**config.mk**
```make
export PLATFORM = sky130hd
export DESIGN_NAME = slice_serial_subtractor
export DESIGN_NICKNAME = d
export VERILOG_FILES = /design/src/rtl/slice_serial_subtractor.sv
export SDC_FILE = /design/constraint.sdc
export NUM_CORES = 1
export LEC_CHECK = 0
export ABC_AREA = 1
export BUFFER_PORTS_ARGS = -buffer_cell sky130_fd_sc_hd__buf_2
export CELL_PAD_IN_SITES_DETAIL_PLACEMENT = 1
export CELL_PAD_IN_SITES_GLOBAL_PLACEMENT = 2
export CORE_UTILIZATION = 36
export DETAILED_ROUTE_END_ITERATION = 8
export GPL_ROUTABILITY_DRIVEN = 0
export PLACE_DENSITY = 0.95
export SYNTH_ARGS = -nofsm -noshare
export SYNTH_HDL_FRONTEND = slang
export SYNTH_SLANG_ARGS = --single-unit
```
**constraint.sdc**
```tcl
create_clock -name clk -period 14.65 [get_ports clk]
set_input_delay 2.93 -clock clk [delete_from_list [all_inputs] [get_ports clk]]
set_output_delay 2.93 -clock clk [all_outputs]
set_load 0.01 [all_outputs]
```
**src/rtl/slice_serial_subtractor.sv**
```systemverilog
// Multi-cycle WIDTH-bit subtractor: diff = a - b - bin, one SLICE_W-bit slice per clock,
// LSB slice first, with a start/busy/done handshake and ALU status flags.
module slice_serial_subtractor #(
    parameter int WIDTH   = 64,
    parameter int SLICE_W = 16
) (
    input  logic             clk,
    input  logic             rst,
    input  logic             start,
    input  logic [WIDTH-1:0] a,
    input  logic [WIDTH-1:0] b,
    input  logic             bin,
    output logic             busy,
    output logic             done,
    output logic [WIDTH-1:0] diff,
    output logic             bout,
    output logic             zero,
    output logic             neg,
    output logic             ovf
);

    localparam int NSLICE = WIDTH / SLICE_W;
    localparam int CW     = (NSLICE > 1) ? $clog2(NSLICE) : 1;

    typedef enum logic {IDLE, RUN} state_t;

    state_t             state, state_nx;
    logic [WIDTH-1:0]   opa, opb, wrk, res;
    logic               brw;
    logic [CW-1:0]      cnt;
    logic [SLICE_W:0]   sub;
    logic               last, accept;

    assign busy = (state == RUN);

    always_comb begin
        accept = start && (state == IDLE);
        last   = (cnt == CW'(NSLICE - 1));
        sub    = {1'b0, opa[cnt*SLICE_W +: SLICE_W]}
               - {1'b0, opb[cnt*SLICE_W +: SLICE_W]}
               - {{SLICE_W{1'b0}}, brw};
        // res is the working word with the slice being computed this cycle merged in,
        // so the final cycle can publish the complete result directly.
        res    = wrk;
        res[cnt*SLICE_W +: SLICE_W] = sub[SLICE_W-1:0];
    end

    always_comb begin
        state_nx = state;
        case (state)
            IDLE: if (accept) state_nx = RUN;
            RUN:  if (last)   state_nx = IDLE;
            default:          state_nx = IDLE;
        endcase
    end

    always_ff @(posedge clk or posedge rst) begin
        if (rst) state <= IDLE;
        else     state <= state_nx;
    end

    always_ff @(posedge clk or posedge rst) begin
        if (rst) begin
            opa  <= '0;
            opb  <= '0;
            wrk  <= '0;
            brw  <= 1'b0;
            cnt  <= '0;
            done <= 1'b0;
            diff <= '0;
            bout <= 1'b0;
            zero <= 1'b0;
            neg  <= 1'b0;
            ovf  <= 1'b0;
        end else begin
            done <= 1'b0;
            if (accept) begin
                opa <= a;
                opb <= b;
                brw <= bin;
                cnt <= '0;
                wrk <= '0;
            end else if (state == RUN) begin
                wrk <= res;
                brw <= sub[SLICE_W];
                if (last) begin
                    diff <= res;
                    bout <= sub[SLICE_W];
                    zero <= (res == '0);
                    neg  <= res[WIDTH-1];
                    ovf  <= (opa[WIDTH-1] != opb[WIDTH-1]) && (res[WIDTH-1] != opa[WIDTH-1]);
                    done <= 1'b1;
                end else begin
                    cnt <= cnt + CW'(1);
                end
            end
        end
    end

endmodule

```
### Word-level counts from Yosys, hierarchy flattened

Cells that the tools add are included.

* register bits: 265
* latch bits: 0
* memory bits (writable): 0
* memory bits (read-only): 0
* output and inout bits: 70
* memories: 0

* add/subtract/negate cells: 4
* multipliers: 0
* div/mod/pow operators: 0
* $lt $le $gt $ge: 0
* eq/ne operators: 4
* shift-type cells: 4
* mux-type cells: 14
* bitwise operators: 2
* reductions and logical operators: 6

Operators by type and width (count)
* $mux W64: 2
* $shiftx A64 B7 Y16: 2
* $bwmux W64: 1
* $logic_not A64 Y1: 1
* $shift A16 B34 Y64 const A: 1
* $shiftx A16 B34 Y64: 1
* $neg A6 Y34: 1
* $sub A16 B16 Y17: 1
* $sub A17 B1 Y17: 1
* $mux W1: 7
* $mux W2: 3
* $reduce_and A3 Y1: 1
* $add A2 B1 Y2 const B: 1
* $eq A2 B2 Y1 const B: 1
* $logic_and A1 B1 Y1: 2
* $ne A1 B1 Y1: 2
* $ne A2 B1 Y1 const B: 1
* $not A1 Y1: 2
* $pmux W1 S2: 1
* $reduce_and A2 Y1: 1
* $reduce_bool A2 Y1: 1

### Depth between registers and ports, before layout

Gate-level depths: netlist of the first run.

* depth in word-level cells: 7
* gate-level depth with buffers: 29
* mapped depth without buffers: 24

### Least setup slack after synthesis of the first run

OpenSTA, ideal clock, no wires.

* path kind: in2reg
* from: in start
* to: reg opa[1]
* library setup time: 0.133 ns
* data arrival time: 3.838 ns
* data required time: 14.517 ns
* setup slack: 10.679 ns
* cell stages on the path: 5
* cell sequence: inv_1 -> nor2_1 -> clkbuf_1 -> clkbuf_1 -> o21ai_0

* longest elaborated chain between the ends: 1

Ends and longest elaborated chain
* start, declared: RTL line 9 `input logic start,`
* $logic_and A1 B1 Y1: RTL line 37 `accept = start && (state == IDLE);`
* end signal, assigned: RTL line 64 `opa <= '0;`
* end signal, assigned: RTL line 78 `opa <= a;`
* end, declared: RTL line 28 `logic [WIDTH-1:0] opa, opb, wrk, res;`

Every way passes these cells.
A chain may end at the register's enable or synchronous reset.

### Final worst setup path of the first run

* from: reg cnt[0]
* to: reg zero

* longest elaborated chain between the ends: 6
* elaborated cells between the ends (all ways): 11
* those cells by class: add/sub: 3; eq/ne: 1; shift: 4; mux: 1; reduce/logical: 2

Ends and longest elaborated chain
* start, declared: RTL line 30 `logic [CW-1:0] cnt;`
* start signal, assigned: RTL line 94 `cnt <= cnt + CW'(1);`
* $shiftx A64 B7 Y16, on equally long branches: RTL line 39, 40
* $sub A16 B16 Y17: RTL line 40 `- {1'b0, opb[cnt*SLICE_W +: SLICE_W]}`
* $sub A17 B1 Y17: RTL line 41 `- {{SLICE_W{1'b0}}, brw};`
* $shiftx A16 B34 Y64: RTL line 45 `res[cnt*SLICE_W +: SLICE_W] = sub[SLICE_W-1:0];`
* $bwmux W64: RTL line 45
* $logic_not A64 Y1: RTL line 89 `zero <= (res == '0);`
* end signal, assigned: RTL line 89
* end, declared: RTL line 17 `output logic zero,`

Parallel ways exist; a longest one is shown, timed or not.

==> results by group, run 1 <==
Global routing
  – First-pass GRT wire length: 69.8 mm
  – Gr usage total: 23.5%
  – Total gr overflow: 0
  – Vias in the first global route: 12700
  – Initial antenna violation count: 2
  – Largest net degree at the start of global routing: 122

Floorplanning
  – Chip height: 193 um
  – Initial core utilization: 36.8%
  – IO Count: 202
  – FP Rows: 69
  – Width of the die: 193 um
  – Die area: 0.0374 mm^2
  – CORE AREA: 0.0358 mm^2

STA
  – # setup viols final: 0
  – Worst Skew: 0.0101 ns
  – Fin Setup TNS: 0 ns
  – Worst slew pin tran: 1.13 ns
  – Period utilization: 33.9%
  – Final Hold Viols: 0
  – Unrepaired setup endpoints after global routing: no
  – Max Freq: 201 MHz
  – Max-slew violation count: 0
  – Crit path time final: 4.97 ns
  – Max-slew headroom: 24.2%

Yosys
  – Commonest cells post-synth: 644 x nand2_1, 264 x dfrtp_1, 199 x o21ai_0, 163 x inv_1, 111 x nor2_1
  – Synth top area share: 50.1%
  – Warnings, synthesis: 0
  – Area contributors post-synth: dfrtp_1 50%, nand2_1 18%, o21ai_0 7.5%, inv_1 4.6%, nor2_1 3.2%
  – EDFF count, synth: 0
  – Most common cell in the synthesized netlist: nand2_1
  – Post-Syn Instances: 1730
  – Synth area leader: dfrtp_1
  – Synth async-reset ratio: 100%
  – Synth cell types: 39
  – Sequential share of the synthesized area: 50.1%
  – Post-Syn Nets: 1897
  – Synthesis-stage register bit count: 264
  – Primary FF master, synth: dfrtp_1
  – Synth Area per Inst: 7.63 um^2
  – Mapped Area: 0.0132 mm^2

Critical path
  – Reg2Reg Depth: 23
  – Delay-heaviest family, CP: simple AND/OR/NAND/NOR gates
  – R2r setup slk: 9.68 ns
  – Critical Path Sink: zero
  – Crit-path slowest cell: dfrtp_4
  – Source of the critical timing path: cnt[0]
  – WP buf/inv: 3
  – Setup crit start kind: register
  – Most frequent CP cell: nand2_1
  – Crit path cell chain: buf_4 -> o21ai_0 -> a21oi_1 -> ha_1 -> inv_1 -> ha_1 -> nand2_2 -> nand2_2 -> nand2_1 -> nand2_1 -> nand2_1 -> nand2_2 -> nand3_1 -> nand2_1 -> inv_1 -> nand2_1 -> nor2_1 -> nand3_1 -> nor2_1 -> nand3_1 -> nor2_1 -> nand3_1 -> o21bai_2
  – Worst EP arrival: 5.47 ns
  – Max incr delay on CP: 0.74 ns
  – Stages on worst setup path: 23
  – Worst reg2reg startpoint: cnt[0]
  – Critical path peak fanout: 81
  – WS Path Type: reg2reg
  – Reg2reg end: zero
  – CP endpoint kind: register
  – Data required time of the critical path: 15.15 ns

Detailed routing
  – Via count: 12200
  – Routed Antenna Nets: 0
  – Routed WL per cell: 18.4 um
  – Routed wire length: 43.4 mm
  – Initial drt markers: 771
  – Vias per inst: 5.15
  – DR pass1 iterations: 7
  – Drt drc: 20

CTS
  – CTS H-tree lvls: 1
  – Hold Buf Count CTS: 0
  – Postcts setup bufs: 0
  – Root Driver: clkbuf_16
  – Clock Path Buffers: 3
  – CTS tree: done
  – Clk slew on worst S/H paths: 0.06 ns
  – TritonCTS buffer count: 30
  – Worst-Skew Late Latency: 0.57 ns
  – Sink Count: 264
  – CTS resizes: 0

Job
  – Maxcap violations: 0

Run status
  – Failing checks: DRC
  – Outcome: complete, but fails checks

Hold path
  – Worst min-delay path class: reg2reg
  – Cell depth of the worst hold path: 2

Final layout
  – Nets@finish: 2051
  – Post-route core utilization: 43.4%
  – Area grow syn2layout: 17.9%
  – Non-Filler Instances: 2367
  – Layout cells sized above 1: 15.9%

Place
  – DP Cell Count: 2313
  – Port Buffers: 201
  – Dpl hpwl: 30.8 mm
-- area by class of cell --
cell class | count | area [um^2]
clock buffer | 43 | 911
fill | 4479 | 20300
multi-input combinational | 1198 | 5570
inverter | 179 | 684
timing repair buffer | 211 | 1080
clock inverter | 10 | 131
tap | 461 | 577
sequential | 264 | 6610
antenna | 1 | 2.50
-- metal layers --
layer | share of wire, % | GRT usage [%]
met1 | 45 | 31.9
met2 | 46 | 38.5
met3 | 4.7 | 2.98
met4 | 3.8 | 8.68
met5 | 0.028 | 0
-- cells in the final DEF (no fill, tap or decap), types with 4 or more instances in the layout --
master,n
ha_1,33
buf_2,201
inv_1,162
dfrtp_1,263
a21oi_1,34
nand2_2,9
nor2_2,4
inv_2,12
o21ai_1,6
o21ai_0,199
nand3_2,4
clkbuf_8,9
nor2_1,109
nand2_1,643
a22o_1,5
nand3_1,52
nand4_1,32
buf_4,10
clkinv_2,5
o22ai_1,39
clkbuf_16,31
nor3_1,4
-- how the worst min path moves through the flow --
stage	slack [ns]	start	endpoint
after floorplan	0.44	opa[16]	opa[16]
after CTS	0.47	opb[25]	opb[25]
after global placement	0.45	opa[37]	opa[37]
final	0.47	opa[35]	opa[35]
after detailed placement	0.45	opb[25]	opb[25]
after global routing	0.49	opb[22]	opb[22]
-- flip-flops by register name, summed over array words and instances, names as in the netlist --
register	cells
ovf	1
opa	64
diff	64
zero	1
busy	1
bout	1
opb	64
done	1
wrk	64
cnt	2
brw	1
-- logic make-up (layout without fill, tap and decap cells) --
group           Yosys count  count (layout)  share of synthesized area, %
xor+xnor                  1               1                        0.0664
buf+inv                 268             443                          7.92
compound gates          296             296                          12.1
other cells               0               1                             0
simple gates            866             866                          26.4
flops                   264             264                          50.1
fa+ha+maj                35              35                          3.43
-- worst min-delay path, stage by stage, from the launching register on --
cell and delay (ns):
dfrtp_1 0.34, nand2_1 0.05, nand2_1 0.05
-- through the flow --
step	setup WS [ns]	hold slack, ns	cell area [um^2]
detailed placement	9.54	0.454	14500
floorplan	4.45	0.437	13200
finish	9.68	0.470	15600
CTS	9.65	0.469	15600
global placement	9.62	0.450	14500
global route	9.24	0.494	15600
Power of run 1 is not shown: default switching activity piles up to over one toggle a cycle in this logic, so the estimate is an artifact.
==> run 2: changes to the inputs <==
CORE_UTILIZATION = 33   (was 36)
PLACE_DENSITY = 0.92   (was 0.95)
clock period = 4.91 ns   (was 14.65 ns; I/O delays follow)
==> run 2 against run 1 <==
The run now ends clean. Sequential share of layout area is 0.55 points lower. Worst setup slack got worse by 8.9 ns. Via count is 1.2% higher. Register-to-register slack worse by 8.9 ns. Routed wire length rose by 6.4%. Die area up 9.0%. Largest cell class unchanged.
==> results by group, run 2 (synthesized netlist as in run 1, its figures left out) <==
Critical path
  – CP endpoint kind: register
  – Worst reg2reg startpoint: cnt[1]
  – Reg2reg end: zero
  – Data required time of the critical path: 5.41 ns (-9.74 ns)
  – Crit-path slowest cell: fa_1
  – Worst EP arrival: 4.63 ns (-0.84 ns)
  – Stages on worst setup path: 21 (-8.7%)
  – Critical path peak fanout: 30 (-63%)
  – Crit path cell chain: buf_4 -> inv_2 -> o21ai_0 -> o22ai_1 -> fa_1 -> inv_1 -> fa_1 -> nor2_1 -> a21oi_1 -> nand2_1 -> nor2_1 -> nand3_1 -> nor2_1 -> nand3_1 -> nor2_1 -> nand2_1 -> nor2_1 -> nand3_1 -> nor2_1 -> nand3_1 -> o21bai_2
  – Max incr delay on CP: 0.53 ns (-0.21 ns)
  – Most frequent CP cell: nor2_1
  – WS Path Type: reg2reg
  – WP buf/inv: 3 (unchanged)
  – Delay-heaviest family, CP: simple AND/OR/NAND/NOR gates
  – Reg2Reg Depth: 21 (-8.7%)
  – Setup crit start kind: register
  – R2r setup slk: 0.78 ns (-8.91 ns)

Place
  – Dpl hpwl: 34.3 mm (+11%)
  – Port Buffers: 201 (unchanged)

Final layout
  – Layout cells sized above 1: 16.5% (+0.61 points)
  – Area grow syn2layout: 19.5%
  – Diode count: 0 (-1)
  – Commonest cells after routing, fill and taps aside: 643 x nand2_1, 263 x dfrtp_1, 201 x buf_2
  – Commonest non-fill, non-tap cell in the layout: nand2_1
  – Nets@finish: 2064 (+0.63%)

Hold path
  – HP Start: opa[46]
  – WHS Endpoint: opa[46]
  – Worst min-delay path class: reg2reg
  – Cell depth of the worst hold path: 2 (unchanged)

STA
  – Period utilization: 84.2% (+50 points)
  – Fin Setup TNS: 0 ns (unchanged)
  – Max-slew violation count: 0 (unchanged)
  – Unrepaired setup endpoints after global routing: no
  – Max-slew headroom: 22.9% (-1.3 points)
  – Worst Skew: 0.0289 ns (+0.0188 ns)
  – # setup viols final: 0 (unchanged)
  – Max Freq: 242 MHz (+20%)
  – Worst slew pin tran: 1.15 ns (+0.0215 ns)
  – Crit path time final: 4.13 ns (-0.834 ns)
  – Final Hold Viols: 0 (unchanged)

Global routing
  – Gr usage total: 22.8% (-0.71 points)
  – Initial antenna violation count: 0 (-2)
  – First-pass GRT wire length: 72.9 mm (+4.4%)
  – Largest net degree at the start of global routing: 118 (-3.3%)
  – Vias in the first global route: 12900 (+1.5%)
  – Total gr overflow: 0 (unchanged)

Detailed routing
  – Drt drc: 0 (-100%)
  – Routed wire length: 46.2 mm (+6.4%)
  – Via count: 12300 (+1.2%)
  – Vias per inst: 5.06 (-1.7%)
  – Initial drt markers: 804 (+4.3%)
  – Routed WL per cell: 19.0 um (+3.4%)
  – Routed Antenna Nets: 0 (unchanged)
  – DR pass1 iterations: 5 (-2)

Floorplanning
  – CORE AREA: 0.0390 mm^2 (+8.9%)
  – Chip height: 202 um (+4.4%)
  – Initial core utilization: 33.8% (-3.0 points)
  – IO Count: 202 (unchanged)
  – FP Rows: 72 (+4.3%)
  – Die area: 0.0408 mm^2 (+9.0%)
  – Width of the die: 202 um (+4.4%)

CTS
  – CTS tree: done
  – CTS H-tree lvls: 1 (unchanged)
  – Root Driver: clkbuf_16
  – Hold Buf Count CTS: 0 (unchanged)
  – CTS resizes: 0 (unchanged)
  – Worst-Skew Late Latency: 0.59 ns (+0.02 ns)
  – Clock Path Buffers: 3 (unchanged)
  – Sink Count: 264 (unchanged)
  – Postcts setup bufs: 0 (unchanged)
  – TritonCTS buffer count: 30 (unchanged)
  – Clk slew on worst S/H paths: 0.06 ns (about the same)

Job
  – Maxcap violations: 0 (unchanged)

Run status
  – Outcome: completed
## run 2: changes by cell type in the layout (fill, tap and decap cells not counted), moves of 2 or more
cell	delta
clkbuf_8	-5
buf_12	+3
bufinv_16	+2
buf_4	+10
clkinv_2	+2
clkinvlp_4	+2
## run 2: worst min-delay path, delay by kind of cell (launching register included)
| family | cells | cell delay, ns |
|---|---|---|
| DFF | 1 | 0.34 |
| and+or+nand+nor | 2 | 0.11 |
## run 2: how the worst max path moves through the flow
stage | slack, ns | to | start
after floorplan | 0.44 | bout | rst
after global placement | 0.90 | zero | cnt[0]
after detailed placement | 0.86 | zero | cnt[1]
after CTS | 0.80 | zero | cnt[0]
after global routing | 0.43 | ovf | cnt[1]
final | 0.78 | zero | cnt[1]
## run 2: layer usage
metal  part of all wire [%]  global-route usage [%]  wire length [um]
met2                     45                    36.5             20900
met3                    5.3                    3.42              2460
met5                      0                       0                 0
met1                     45                    31.1             20900
met4                    4.3                    8.93              1980
## run 2: area by class of cell
class | instances | area (um^2)
Clock inverter | 17 | 234
Clock buffer | 37 | 817
Sequential cell | 264 | 6610
Timing Repair Buffer | 224 | 1220
Inverter | 179 | 681
Tap cell | 518 | 648
Fill cell | 4865 | 23200
Multi-Input combinational cell | 1198 | 5560
## run 2: through the flow
stage | area [um^2] | worst slack [ns] | instances | util [%] | hold WS (ns)
after global routing | 15800 | 0.431 | 2437 | 40.4 | 0.481
after CTS | 15800 | 0.803 | 2437 | 40.4 | 0.473
after detailed placement | 14700 | 0.857 | 2383 | 37.7 | 0.458
final | 15800 | 0.777 | 2437 | 40.4 | 0.472
after global placement | 14700 | 0.905 | 2383 | 37.7 | 0.453
after floorplan | 13200 | 0.444 | 1730 | - | 0.437
Power of run 2 is left out for the same reason.
==> run 3: changes to the inputs <==
ABC_AREA = 0   (was 1)
PLACE_DENSITY = 0.87   (was 0.92)
clock period = 3.5 ns   (was 4.91 ns; I/O delays follow)
==> run 3 against run 2 <==
The flow now finishes with violations (setup timing). Utilization grew 6.1 points. Worst setup slack lost 1.4 ns. Cell count shrank 23%. First-iteration DRC count shrank 45%. Routed wire length shrank 12%. Critical endpoint unchanged.
==> results by group, run 3 <==
STA
  – Final Hold Viols: 0 (unchanged)
  – Max-slew headroom: 32.2% (+9.3 points)
  – # setup viols final: 38 (+38)
  – Worst Slack Setup Final: -0.607 ns (-1.38 ns)
  – Period utilization: 117% (+33 points)
  – Crit path time final: 4.11 ns (-0.0267 ns)
  – Worst Skew: 0.0344 ns (+0.00551 ns)
  – Max-slew violation count: 0 (unchanged)
  – Max Freq: 244 MHz (+0.65%)
  – Unrepaired setup endpoints after global routing: yes
  – Worst slew pin tran: 1.02 ns (-0.137 ns)

CTS
  – Worst-Skew Late Latency: 0.57 ns (-0.02 ns)
  – TritonCTS buffer count: 30 (unchanged)
  – Root Driver: clkbuf_16
  – Clock Path Buffers: 3 (unchanged)
  – Hold Buf Count CTS: 0 (unchanged)
  – CTS tree: done
  – CTS H-tree lvls: 1 (unchanged)
  – Sink Count: 252 (-4.5%)
  – Clk slew on worst S/H paths: 0.06 ns (about the same)

Place
  – Dpl hpwl: 27.7 mm (-19%)
  – Port Buffers: 201 (unchanged)

Critical path
  – Data required time of the critical path: 3.95 ns (-1.46 ns)
  – Worst reg2reg startpoint: cnt[1]
  – Critical Path Sink: zero
  – Worst EP arrival: 4.55 ns (-0.08 ns)
  – Reg2Reg Depth: 17 (-19%)
  – Setup crit start kind: register
  – WS Path Type: reg2reg
  – Source of the critical timing path: cnt[1]
  – Reg2reg end: zero
  – R2r setup slk: -0.61 ns (-1.38 ns)
  – Critical path peak fanout: 6 (-80%)
  – CP endpoint kind: register

Final layout
  – Commonest cells after routing, fill and taps aside: 250 x dfrtp_1, 201 x buf_2, 137 x nand2_1
  – Post-route core utilization: 46.6% (+6.1 points)
  – Nets@finish: 1555 (-25%)
  – Area grow syn2layout: 37.8%
  – Commonest non-fill, non-tap cell in the layout: dfrtp_1
  – Layout cells sized above 1: 49.7% (+33 points)
  – Biggest regs: diff: 64 flops, opa: 64 flops, opb: 64 flops
  – Diode count: 0 (unchanged)
  – Fillers: 3908 (-20%)

Global routing
  – First-pass GRT wire length: 64.1 mm (-12%)
  – Vias in the first global route: 10800 (-16%)
  – Largest net degree at the start of global routing: 113 (-4.2%)
  – Total gr overflow: 0 (unchanged)
  – Gr usage total: 21.8% (-1.0 points)
  – Initial antenna violation count: 2 (+2)

Yosys
  – Synth area leader: dfrtp_1
  – Primary FF master, synth: dfrtp_1
  – Commonest cells post-synth: 252 x dfrtp_1, 148 x nand2_1, 130 x mux2_2, 93 x o21ai_0
  – Synth Area per Inst: 11.4 um^2 (+49%)
  – Post-Syn Instances: 1065 (-38%)
  – EDFF count, synth: 0 (unchanged)
  – Synth top area share: 52.0% (+1.9 points)
  – Most common cell in the synthesized netlist: dfrtp_1
  – Mapped Area: 0.0121 mm^2 (-8.0%)
  – Area contributors post-synth: dfrtp_1 52%, mux2_2 12%, mux4_2 5.9%, nand2_1 4.6%, o21ai_0 3.8%
  – Synth async-reset ratio: 100% (unchanged)
  – Sequential share of the synthesized area: 52.0% (+1.9 points)
  – Synth cell types: 65 (+67%)
  – Warnings, synthesis: 0 (unchanged)
  – Post-Syn Nets: 1232 (-35%)
  – Synthesis-stage register bit count: 252 (-4.5%)

Detailed routing
  – Drt drc: 0 (unchanged)
  – Routed wire length: 40.7 mm (-12%)
  – Via count: 9858 (-20%)
  – Routed Antenna Nets: 0 (unchanged)
  – DR pass1 iterations: 5 (unchanged)
  – Initial drt markers: 446 (-45%)
  – Vias per inst: 5.27 (+4.1%)
  – Routed WL per cell: 21.8 um (+15%)

Run status
  – Failing checks: setup timing
  – Outcome: complete, but fails checks

Hold path
  – Worst min-delay path class: in2async

Job
  – Maxcap violations: 0 (unchanged)

Floorplanning
  – IO Count: 202 (unchanged)
  – Chip height: 194 um (-4.1%)
  – FP Rows: 69 (-4.2%)
  – Initial core utilization: 33.8% (-0.037 points)
  – Die area: 0.0375 mm^2 (-8.0%)
  – Width of the die: 194 um (-4.1%)
  – CORE AREA: 0.0359 mm^2 (-7.9%)
run 3: worst min path at each step:
stage | slack [ns] | startpoint | cells after the start | endpoint
after floorplan | 0.44 | wrk[21] | 2 | wrk[21]
after global placement | 0.46 | wrk[21] | 2 | wrk[21]
after detailed placement | 0.47 | diff[0] | 2 | diff[0]
after CTS | 0.11 | rst | 2 | diff[1]
after global routing | 0.12 | rst | 2 | diff[1]
final | 0.12 | rst | 2 | diff[1]
run 3: cell families after synthesis:
kind of cell             after synthesis  synth area share (%)
buffers and inverters                125                  3.92
adder cells (fa/ha/maj)               35                  3.73
multiplexers                         164                  18.2
flip-flops                           252                  52.0
AND/OR/NAND/NOR                      242                  8.80
XOR/XNOR                              15                  1.08
AO/OA/AOI/OAI                        232                  12.3
run 3: layout make-up:
| type | count | area, um^2 | area share (%) |
|---|---|---|---|
| clock inverters | 11 | 175 | 1.05 |
| multi-input cells | 688 | 6140 | 36.7 |
| flip-flops and latches | 252 | 6310 | 37.7 |
| inverters | 57 | 220 | 1.32 |
| well taps | 461 | 577 | 3.45 |
| clock buffers | 43 | 850 | 5.08 |
| repair buffers | 359 | 2450 | 14.6 |
run 3: metrics by stage:
step | setup WS, ns | hold slack (ns) | cell area, um^2 | TNS (ns) | instances
final | -0.607 | 0.121 | 16700 | -8.58 | 1871
after global routing | -0.812 | 0.124 | 16700 | -13.05 | 1871
after CTS | -0.430 | 0.110 | 16400 | -5.43 | 1864
after detailed placement | -0.521 | 0.466 | 14600 | -7.41 | 1780
after global placement | -0.386 | 0.458 | 14600 | -3.75 | 1780
after floorplan | -0.516 | 0.442 | 12300 | -130.38 | 1065
run 3: metal layers:
layer  track usage [%]  part of all wire (%)  vias up
met3              3.93                   5.1       64
met2              37.6                    50      289
met4              5.69                   2.2        4
met1              28.0                    43     5078
li1                  -                     -     4423
met5                 0                 0.054        -
run 3: repair_timing:
item | 4_1_cts | 5_1_grt
gates resized for setup | 123 | 82
cloned | 2 | 0
pin swaps | 26 | 38
setup buffers | 29 | 14
setup endpoints to repair | 50 | 75
run 3: critical path, cell delays in order, from the launching register on:
cell      delay (ns)
dfrtp_2         0.42
buf_12          0.14
buf_6           0.10
mux4_2          0.54
ha_4            0.30
inv_2           0.04
ha_4            0.22
o211a_4         0.25
a221oi_4        0.31
buf_4           0.18
xor2_2          0.15
buf_6           0.14
a21oi_1         0.05
nor4_2          0.34
nand4_1         0.17
nor4b_2         0.25
nand4_1         0.14
o41ai_2         0.21
Power of run 3 is left out for the same reason.
